**src/rtl/chip_serial_rx_pkg.sv**
```systemverilog
`default_nettype none
// ============================================================================
// Module   : chip_if_pkg
// Purpose  : Shared definitions for the chip configuration link receiver:
//            default field widths, error-cause codes and FSM state encoding.
// Ports    : none (package)
// Revision : 1.0 - initial release
// ============================================================================
package chip_if_pkg;

    localparam int DEF_ADDR_W  = 3;
    localparam int DEF_LEVEL_W = 8;
    localparam int NUM_DAC     = 8;

    localparam logic [1:0] ERR_NONE    = 2'd0;
    localparam logic [1:0] ERR_STOP    = 2'd1;
    localparam logic [1:0] ERR_TIMEOUT = 2'd2;
    localparam logic [1:0] ERR_ABORT   = 2'd3;

    typedef enum logic [2:0] {
        ST_RESET = 3'd0,
        ST_IDLE  = 3'd1,
        ST_ADDR  = 3'd2,
        ST_LEVEL = 3'd3,
        ST_STOP  = 3'd4
    } state_t;

    // True while a frame is partially received; only these states can be
    // aborted by a link reset or expire on a stalled link clock.
    function automatic logic in_frame(input state_t s);
        return (s == ST_ADDR) || (s == ST_LEVEL) || (s == ST_STOP);
    endfunction

endpackage
`default_nettype wire

```
**src/rtl/chip_serial_rx_sync_edge_det.sv**
```systemverilog
`default_nettype none
// ============================================================================
// Module   : sync_edge_det
// Purpose  : Multi-stage synchronizer for one asynchronous input, plus a
//            registered one-cycle pulse on each falling edge of the
//            synchronized value.
// Ports    : clk  - system clock
//            rst  - asynchronous active-high reset (chain clears to 0)
//            d    - asynchronous input
//            q    - synchronized level (STAGES cycles of latency)
//            fall - one-cycle pulse, one cycle after q goes 1 -> 0
// Revision : 1.0 - initial release
// ============================================================================
module sync_edge_det #(
    parameter int STAGES = 2    // must be at least 2
) (
    input  logic clk,
    input  logic rst,
    input  logic d,
    output logic q,
    output logic fall
);

    logic [STAGES-1:0] sync_q, sync_d;
    logic              prev_q, prev_d;
    logic              fall_q, fall_d;

    always_comb begin
        sync_d = {sync_q[STAGES-2:0], d};
        prev_d = sync_q[STAGES-1];
        fall_d = prev_q & ~sync_q[STAGES-1];
    end

    always_ff @(posedge clk or posedge rst) begin
        if (rst) begin
            sync_q <= '0;
            prev_q <= 1'b0;
            fall_q <= 1'b0;
        end else begin
            sync_q <= sync_d;
            prev_q <= prev_d;
            fall_q <= fall_d;
        end
    end

    assign q    = sync_q[STAGES-1];
    assign fall = fall_q;

endmodule
`default_nettype wire

```
**src/rtl/chip_serial_rx.sv**
```systemverilog
`default_nettype none
// ============================================================================
// Module   : chip_serial_rx
// Purpose  : Oversampling receiver for the three-wire chip configuration
//            link. Decodes DAC write frames (start, addr LSB-first, level
//            LSB-first, stop), keeps a shadow of all eight DAC levels and
//            reports stop-bit, timeout and link-reset abort errors.
// Ports    : clk, rst                 - system clock, async active-high reset
//            chip_clk, chip_rst,
//            chip_data_in             - asynchronous link inputs
//            frame_valid/frame_err    - one-cycle result pulses
//            frame_addr/frame_level   - last good frame
//            err_code                 - cause, valid with frame_err
//            in_reset                 - synchronized chip_rst is low
//            shadow_levels            - DAC n at [LEVEL_W*n +: LEVEL_W]
//            frame_count              - good-frame counter (wraps)
// Revision : 1.0 - initial release
// ============================================================================
module chip_serial_rx
    import chip_if_pkg::*;
#(
    parameter int SYNC_STAGES    = 2,
    parameter int TIMEOUT_CYCLES = 8192,
    parameter int ADDR_W         = DEF_ADDR_W,
    parameter int LEVEL_W        = DEF_LEVEL_W
) (
    input  logic                       clk,
    input  logic                       rst,
    input  logic                       chip_clk,
    input  logic                       chip_rst,
    input  logic                       chip_data_in,
    output logic                       frame_valid,
    output logic [ADDR_W-1:0]          frame_addr,
    output logic [LEVEL_W-1:0]         frame_level,
    output logic                       frame_err,
    output logic [1:0]                 err_code,
    output logic                       in_reset,
    output logic [8*LEVEL_W-1:0]       shadow_levels,
    output logic [15:0]                frame_count
);

    localparam int SH_W  = ADDR_W + LEVEL_W;
    localparam int CNT_W = $clog2(LEVEL_W + 1);
    localparam int TMO_W = $clog2(TIMEOUT_CYCLES + 1);

    // ------------------------------------------------------------------
    // Input synchronizers; only chip_clk needs its falling-edge pulse.
    // ------------------------------------------------------------------
    logic clk_sync, sample;
    logic rst_sync, unused_rst_fall;
    logic data_sync, unused_data_fall;

    sync_edge_det #(.STAGES(SYNC_STAGES)) u_sync_clk (
        .clk (clk), .rst (rst), .d (chip_clk),
        .q   (clk_sync), .fall (sample)
    );

    sync_edge_det #(.STAGES(SYNC_STAGES)) u_sync_rst (
        .clk (clk), .rst (rst), .d (chip_rst),
        .q   (rst_sync), .fall (unused_rst_fall)
    );

    sync_edge_det #(.STAGES(SYNC_STAGES)) u_sync_data (
        .clk (clk), .rst (rst), .d (chip_data_in),
        .q   (data_sync), .fall (unused_data_fall)
    );

    // ------------------------------------------------------------------
    // State
    // ------------------------------------------------------------------
    state_t                           state_q, state_d;
    logic [CNT_W-1:0]                 bit_cnt_q, bit_cnt_d;
    logic [SH_W-1:0]                  shift_q, shift_d;
    logic [TMO_W-1:0]                 tmo_q, tmo_d;
    logic [NUM_DAC-1:0][LEVEL_W-1:0]  shadow_q, shadow_d;
    logic [15:0]                      count_q, count_d;
    logic [ADDR_W-1:0]                addr_q, addr_d;
    logic [LEVEL_W-1:0]               level_q, level_d;
    logic                             valid_q, valid_d;
    logic                             err_q, err_d;
    logic [1:0]                       code_q, code_d;
    logic [2:0]                       wr_idx;

    // Bits shift in at the top and move right, so once all ADDR_W+LEVEL_W
    // bits are in, the first (address LSB) bit sits at position 0.
    assign wr_idx = 3'(shift_q[ADDR_W-1:0]);

    always_comb begin
        state_d   = state_q;
        bit_cnt_d = bit_cnt_q;
        shift_d   = shift_q;
        tmo_d     = tmo_q;
        shadow_d  = shadow_q;
        count_d   = count_q;
        addr_d    = addr_q;
        level_d   = level_q;
        valid_d   = 1'b0;
        err_d     = 1'b0;
        code_d    = ERR_NONE;

        if (!rst_sync) begin
            // Link reset beats any sampling event in the same cycle.
            state_d  = ST_RESET;
            shadow_d = '0;
            tmo_d    = '0;
            if (in_frame(state_q)) begin
                err_d  = 1'b1;
                code_d = ERR_ABORT;
            end
        end else begin
            case (state_q)
                ST_RESET: state_d = ST_IDLE;

                ST_IDLE: begin
                    if (sample && !data_sync) begin
                        state_d   = ST_ADDR;
                        bit_cnt_d = '0;
                        tmo_d     = '0;
                    end
                end

                ST_ADDR, ST_LEVEL, ST_STOP: begin
                    if (sample) begin
                        tmo_d = '0;
                        if (state_q == ST_STOP) begin
                            state_d = ST_IDLE;
                            if (data_sync) begin
                                valid_d          = 1'b1;
                                addr_d           = shift_q[ADDR_W-1:0];
                                level_d          = shift_q[SH_W-1:ADDR_W];
                                shadow_d[wr_idx] = shift_q[SH_W-1:ADDR_W];
                                count_d          = count_q + 16'd1;
                            end else begin
                                err_d  = 1'b1;
                                code_d = ERR_STOP;
                            end
                        end else begin
                            shift_d = {data_sync, shift_q[SH_W-1:1]};
                            if (state_q == ST_ADDR &&
                                bit_cnt_q == CNT_W'(ADDR_W - 1)) begin
                                state_d   = ST_LEVEL;
                                bit_cnt_d = '0;
                            end else if (state_q == ST_LEVEL &&
                                         bit_cnt_q == CNT_W'(LEVEL_W - 1)) begin
                                state_d   = ST_STOP;
                                bit_cnt_d = '0;
                            end else begin
                                bit_cnt_d = bit_cnt_q + 1'b1;
                            end
                        end
                    end else if (tmo_q == TMO_W'(TIMEOUT_CYCLES - 1)) begin
                        // tmo_q counts non-sampling cycles minus one, so this
                        // is the TIMEOUT_CYCLES-th cycle since the last edge.
                        state_d = ST_IDLE;
                        tmo_d   = '0;
                        err_d   = 1'b1;
                        code_d  = ERR_TIMEOUT;
                    end else begin
                        tmo_d = tmo_q + 1'b1;
                    end
                end

                default: state_d = ST_IDLE;
            endcase
        end
    end

    always_ff @(posedge clk or posedge rst) begin
        if (rst) begin
            state_q   <= ST_RESET;
            bit_cnt_q <= '0;
            shift_q   <= '0;
            tmo_q     <= '0;
            shadow_q  <= '0;
            count_q   <= '0;
            addr_q    <= '0;
            level_q   <= '0;
            valid_q   <= 1'b0;
            err_q     <= 1'b0;
            code_q    <= ERR_NONE;
        end else begin
            state_q   <= state_d;
            bit_cnt_q <= bit_cnt_d;
            shift_q   <= shift_d;
            tmo_q     <= tmo_d;
            shadow_q  <= shadow_d;
            count_q   <= count_d;
            addr_q    <= addr_d;
            level_q   <= level_d;
            valid_q   <= valid_d;
            err_q     <= err_d;
            code_q    <= code_d;
        end
    end

    assign frame_valid   = valid_q;
    assign frame_addr    = addr_q;
    assign frame_level   = level_q;
    assign frame_err     = err_q;
    assign err_code      = code_q;
    assign in_reset      = ~rst_sync;
    assign shadow_levels = shadow_q;
    assign frame_count   = count_q;

    // clk_sync is only needed for its edge pulse.
    logic unused_clk_sync;
    assign unused_clk_sync = clk_sync;

endmodule
`default_nettype wire

```
**config.mk**
```make
export PLATFORM = sky130hd
export DESIGN_NAME = chip_serial_rx
export DESIGN_NICKNAME = d
export VERILOG_FILES = /design/src/rtl/chip_serial_rx_pkg.sv /design/src/rtl/chip_serial_rx_sync_edge_det.sv /design/src/rtl/chip_serial_rx.sv
export SDC_FILE = /design/constraint.sdc
export NUM_CORES = 1
export LEC_CHECK = 0
export ABC_CLOCK_PERIOD_IN_PS = 5700
export CELL_PAD_IN_SITES_DETAIL_PLACEMENT = 2
export CELL_PAD_IN_SITES_GLOBAL_PLACEMENT = 2
export CORE_MARGIN = 1.5
export CORE_UTILIZATION = 29
export DETAILED_ROUTE_END_ITERATION = 8
export HOLD_SLACK_MARGIN = 0.06
export PLACE_DENSITY = 0.65
export SLEW_MARGIN = 20
export SYNTH_ARGS = -nofsm -noshare
export SYNTH_HDL_FRONTEND = slang
export SYNTH_SLANG_ARGS = --single-unit
export TNS_END_PERCENT = 10
```
**constraint.sdc**
```tcl
create_clock -name clk -period 5.7 [get_ports clk]
set_input_delay 1.14 -clock clk [delete_from_list [all_inputs] [get_ports clk]]
set_output_delay 1.14 -clock clk [all_outputs]
set_load 0.02 [all_outputs]
```
==> out/summary.json <==
{
  "grt_start_max_net_pins": {"value": 97},
  "maxCapViolations": {"value": 0},
  "synth.top_cell.area_share": {"value": 58.34, "unit": "%"},
  "critical_path.max_stage_delay": {"value": 700, "unit": "ps"},
  "end_of_flow_core_utilization": {"value": 38.95, "unit": "%"},
  "worst_path_dominant_cell_family": {"value": "buffers and inverters"},
  "post_synth_edffs": {"value": 0},
  "slew_violations": {"value": 0},
  "synth.yosys.seq_area_share": {"value": 58.34, "unit": "%"},
  "design.final.nets": {"value": 592},
  "cp-end-kind": {"value": "primary output"},
  "drt_first_pass_iters": {"value": 4},
  "gp_congestion": {"value": 0.7488},
  "hold_viol": {"value": 0},
  "growth_of_design_area_from_synthesis_to_finish": {"value": 31.35, "unit": "%"},
  "path_common_cell": {"value": "sky130_fd_sc_hd__buf_4"},
  "status": {"value": "finished, final reports clean"},
  "worst_setup_hold_path_clk_slew": {"value": 60, "unit": "ps"},
  "reg2reg_depth": {"value": 5},
  "synthCells": {"value": 497},
  "combinationalPowerShare": {"value": 8.1, "unit": "%"},
  "io_buffers": {"value": 100},
  "ir_drop": {"value": 0.2151, "unit": "mV"},
  "diodes": {"value": 0},
  "drt_iter0_drc": {"value": 177},
  "syn_nets": {"value": 506},
  "finClkSkew": {"value": 6.846, "unit": "ps"},
  "netSwitchingPower": {"value": 631.7, "unit": "uW"},
  "number_of_placement_rows": {"value": 51},
  "achievable-frequency": {"value": 293.5, "unit": "MHz"},
  "starting_density": {"value": 29.66, "unit": "%"},
  "power_density": {"value": 314.5, "unit": "nW/um^2"},
  "crit_type": {"value": "reg -> out"},
  "first_global_vias": {"value": 4898},
  "yosysTopAreaCell": {"value": "sky130_fd_sc_hd__dfrtp_1"},
  "worst_slew_pin_slew": {"value": 918.7, "unit": "ps"},
  "cts_resized": {"value": 0},
  "dieArea": {"value": 20820, "unit": "sq um"},
  "grt_pass1_wl": {"value": 28350, "unit": "um"},
  "cts_hold_buf": {"value": 0},
  "grt_overflow": {"value": 0},
  "route.met3.wl": {"value": 1074, "unit": "um"},
  "total_standard_cell_area_after_synthesis": {"value": 5791, "unit": "sq um"},
  "avgSynthCellArea": {"value": 11.65, "unit": "sq um"},
  "clock_latency": {"value": 420, "unit": "ps"},
  "cts-htree-levels": {"value": 4},
  "sum_of_negative_setup_slack": {"value": 0, "unit": "ps"},
  "cpMaxStageDelayCell": {"value": "sky130_fd_sc_hd__clkdlybuf4s50_1"},
  "number_of_distinct_standard_cells_referenced_by_the_synthesized_netlist": {"value": 52},
  "core_area": {"value": 19530, "unit": "sq um"},
  "worstPathCellList": {"value": "buf_4, inv_1, buf_4, clkdlybuf4s50_1"},
  "hold_depth": {"value": 0},
  "tritoncts_num_sinks": {"value": 135},
  "worst_hold_startpoint": {"value": "u_sync_data.sync_q[0]"},
  "r2r_setup_slack": {"value": 3220, "unit": "ps"},
  "path_buf_inv": {"value": 4},
  "rsz0062_at_grt": {"value": "false"},
  "dp.cells": {"value": 829},
  "pin_count": {"value": 101},
  "yosys-top-cells-area": {"value": "sky130_fd_sc_hd__dfrtp_1 (58%), sky130_fd_sc_hd__mux2i_1 (6.1%), sky130_fd_sc_hd__a32o_1 (5.4%)"},
  "cts_made_buffers": {"value": 17},
  "dp_hpwl": {"value": 11440, "unit": "um"},
  "average_wire_per_standard_cell": {"value": 20.47, "unit": "um"},
  "timing.hold.worst_endpoint": {"value": "u_sync_data.sync_q[1]"},
  "switch_share": {"value": 26.41, "unit": "%"},
  "cts_setup_buffers": {"value": 0},
  "library_cell_used_as_clock_root_buffer": {"value": "sky130_fd_sc_hd__clkbuf_16"},
  "drc_violations_left": {"value": 0},
  "asyncSetResetFlopFracSynth": {"value": 100.0, "unit": "%"},
  "ys_ff_latch": {"value": 135},
  "setup-violations-final": {"value": 0},
  "routed_wl": {"value": 17600, "unit": "um"},
  "start_kind": {"value": "register"},
  "crit_required": {"value": 4560, "unit": "ps"},
  "track_usage": {"value": 18.02, "unit": "%"},
  "die_height": {"value": 144.3, "unit": "um"},
  "initial_antenna_violation_count": {"value": 0},
  "vias_per_cell": {"value": 5.062},
  "seq_power_share": {"value": 44.6, "unit": "%"},
  "routed.top_layer": {"value": "met4"},
  "cp_data_arrival_time": {"value": 2270, "unit": "ps"},
  "die_w": {"value": 144.3, "unit": "um"},
  "cts-root-to-sink-buffers": {"value": 2},
  "finish.cell_count_without_fillers": {"value": 860},
  "route.vias.total": {"value": 4353},
  "slew_headroom": {"value": 38.34, "unit": "%"},
  "met2_length": {"value": 8822, "unit": "um"},
  "r2r_start": {"value": "state_q[0]"},
  "clkPwrFrac": {"value": 47.3, "unit": "%"},
  "yosys_most_used_dff": {"value": "sky130_fd_sc_hd__dfrtp_1"},
  "rr_endpoint": {"value": "frame_count[3]"},
  "p_leak": {"value": 0.003536, "unit": "uW"},
  "cts_tree": {"value": "built"},
  "ant_nets": {"value": 0},
  "min-delay-path-class": {"value": "reg -> reg"},
  "drive_gt1_share": {"value": 8.908, "unit": "%"},
  "drt-met1-wl": {"value": 7485, "unit": "um"},
  "power.internal": {"value": 1761, "unit": "uW"},
  "layout_min_cycle_time": {"value": 3407, "unit": "ps"},
  "yosysWarningCount": {"value": 0},
  "layout.cell_area.non_filler": {"value": 7606, "unit": "sq um"},
  "final_worst_path_period_share": {"value": 59.77, "unit": "%"},
  "critical_path_peak_fanout": {"value": 40},
  "dpl_cell_area": {"value": 7003, "unit": "sq um"}
}
[worst reg2reg max path: cells and delay by family, from the launching register on]
kind	cells	cell delay [ps]
buffers and inverters	1	340
flip-flops	1	500
AND/OR/NAND/NOR	3	1370
XOR/XNOR	1	150
[cell families (layout without fill, tap and decap cells)]
| kind of cell | after synthesis | count (layout) | synth area share (%) |
|---|---|---|---|
| AOI/OAI and AO/OA | 75 | 75 | 11.04 |
| xor gates and xnor gates | 18 | 18 | 2.723 |
| adders and majority gates | 4 | 4 | 0.8643 |
| buffers and inverters | 50 | 148 | 3.457 |
| DFF | 135 | 135 | 58.34 |
| muxes | 47 | 47 | 8.384 |
| and+or+nand+nor | 168 | 168 | 15.19 |
[final cells by class]
cell class                      instances  area, sq um
Fill cell                            2049        11920
Tap cell                              265        331.6
Timing Repair Buffer                  103         1023
Sequential cell                       135         3378
Clock buffer                           19        442.9
Inverter                               14        57.56
Clock inverter                         12        152.6
Multi-Input combinational cell        312         2220
[power groups by stage]
stage / combinational [uW] / sequential [uW] / clock [uW]
2_1_floorplan: 165 / 1030 / 0
3_3_place_gp: 186 / 1080 / 0
3_5_place_dp: 193 / 1090 / 0
4_1_cts: 194 / 1070 / 1160
5_1_grt: 214 / 1080 / 1200
6_report: 193 / 1070 / 1130
[sequential cells by signal, indices dropped and copies added, names as in the netlist, 3 cells and up]
name           flops
frame_addr         3
bit_cnt_q          4
tmo_q             14
frame_count       16
frame_level        8
state_q            3
shadow_levels     64
shift_q           11
[cells in the mapped netlist (8+ instances only)]
cell type                  count
sky130_fd_sc_hd__dfrtp_1     135
sky130_fd_sc_hd__nor2_1       43
sky130_fd_sc_hd__nand2_1      40
sky130_fd_sc_hd__mux2i_1      35
sky130_fd_sc_hd__a32o_1       31
sky130_fd_sc_hd__clkbuf_1     29
sky130_fd_sc_hd__nand3_1      29
sky130_fd_sc_hd__xnor2_1      16
sky130_fd_sc_hd__inv_1        13
sky130_fd_sc_hd__mux2_2       12
sky130_fd_sc_hd__a22o_1        9
sky130_fd_sc_hd__nand4_1       8
[cell usage in the layout, fill, tap and decap left out, drive strengths merged, types with 6 or more instances in the layout]
cell type	count
inv	15
clkdlybuf4s50	100
nor2	43
mux2	12
clkbuf	19
xnor2	16
a22o	9
nand3	29
and3	7
a32o	31
dfrtp	135
nand2	40
nor3b	6
nand4	9
mux2i	35
[worst max-delay path by stage]
stage | startpoint | to | slack (ps) | cells after the start
4_1_cts | u_sync_rst.sync_q[1] | in_reset | 2260 | 4
2_1_floorplan | rst | bit_cnt_q[0] | 950 | 1
3_5_place_dp | u_sync_rst.sync_q[1] | in_reset | 2730 | 4
3_3_place_gp | u_sync_rst.sync_q[1] | in_reset | 2750 | 4
6_report | u_sync_rst.sync_q[1] | in_reset | 2290 | 4
5_1_grt | u_sync_rst.sync_q[1] | in_reset | 2160 | 4
[routing by layer]
layer	vias to the layer above	global-route usage, %
li1	1960	-
met2	84	30.29
met4	0	5.210
met1	2292	21.83
met3	17	6.258
met5	-	0
[stage by stage]
step	setup slack, ps	power [uW]	hold slack (ps)
floorplan	948.9	1193	331.2
global placement	2748	1270	337.2
detailed placement	2730	1280	335.8
CTS	2259	2419	349.5
global route	2160	2491	362.9
finish	2293	2392	346.8
Power figures use the tool's default switching activity.
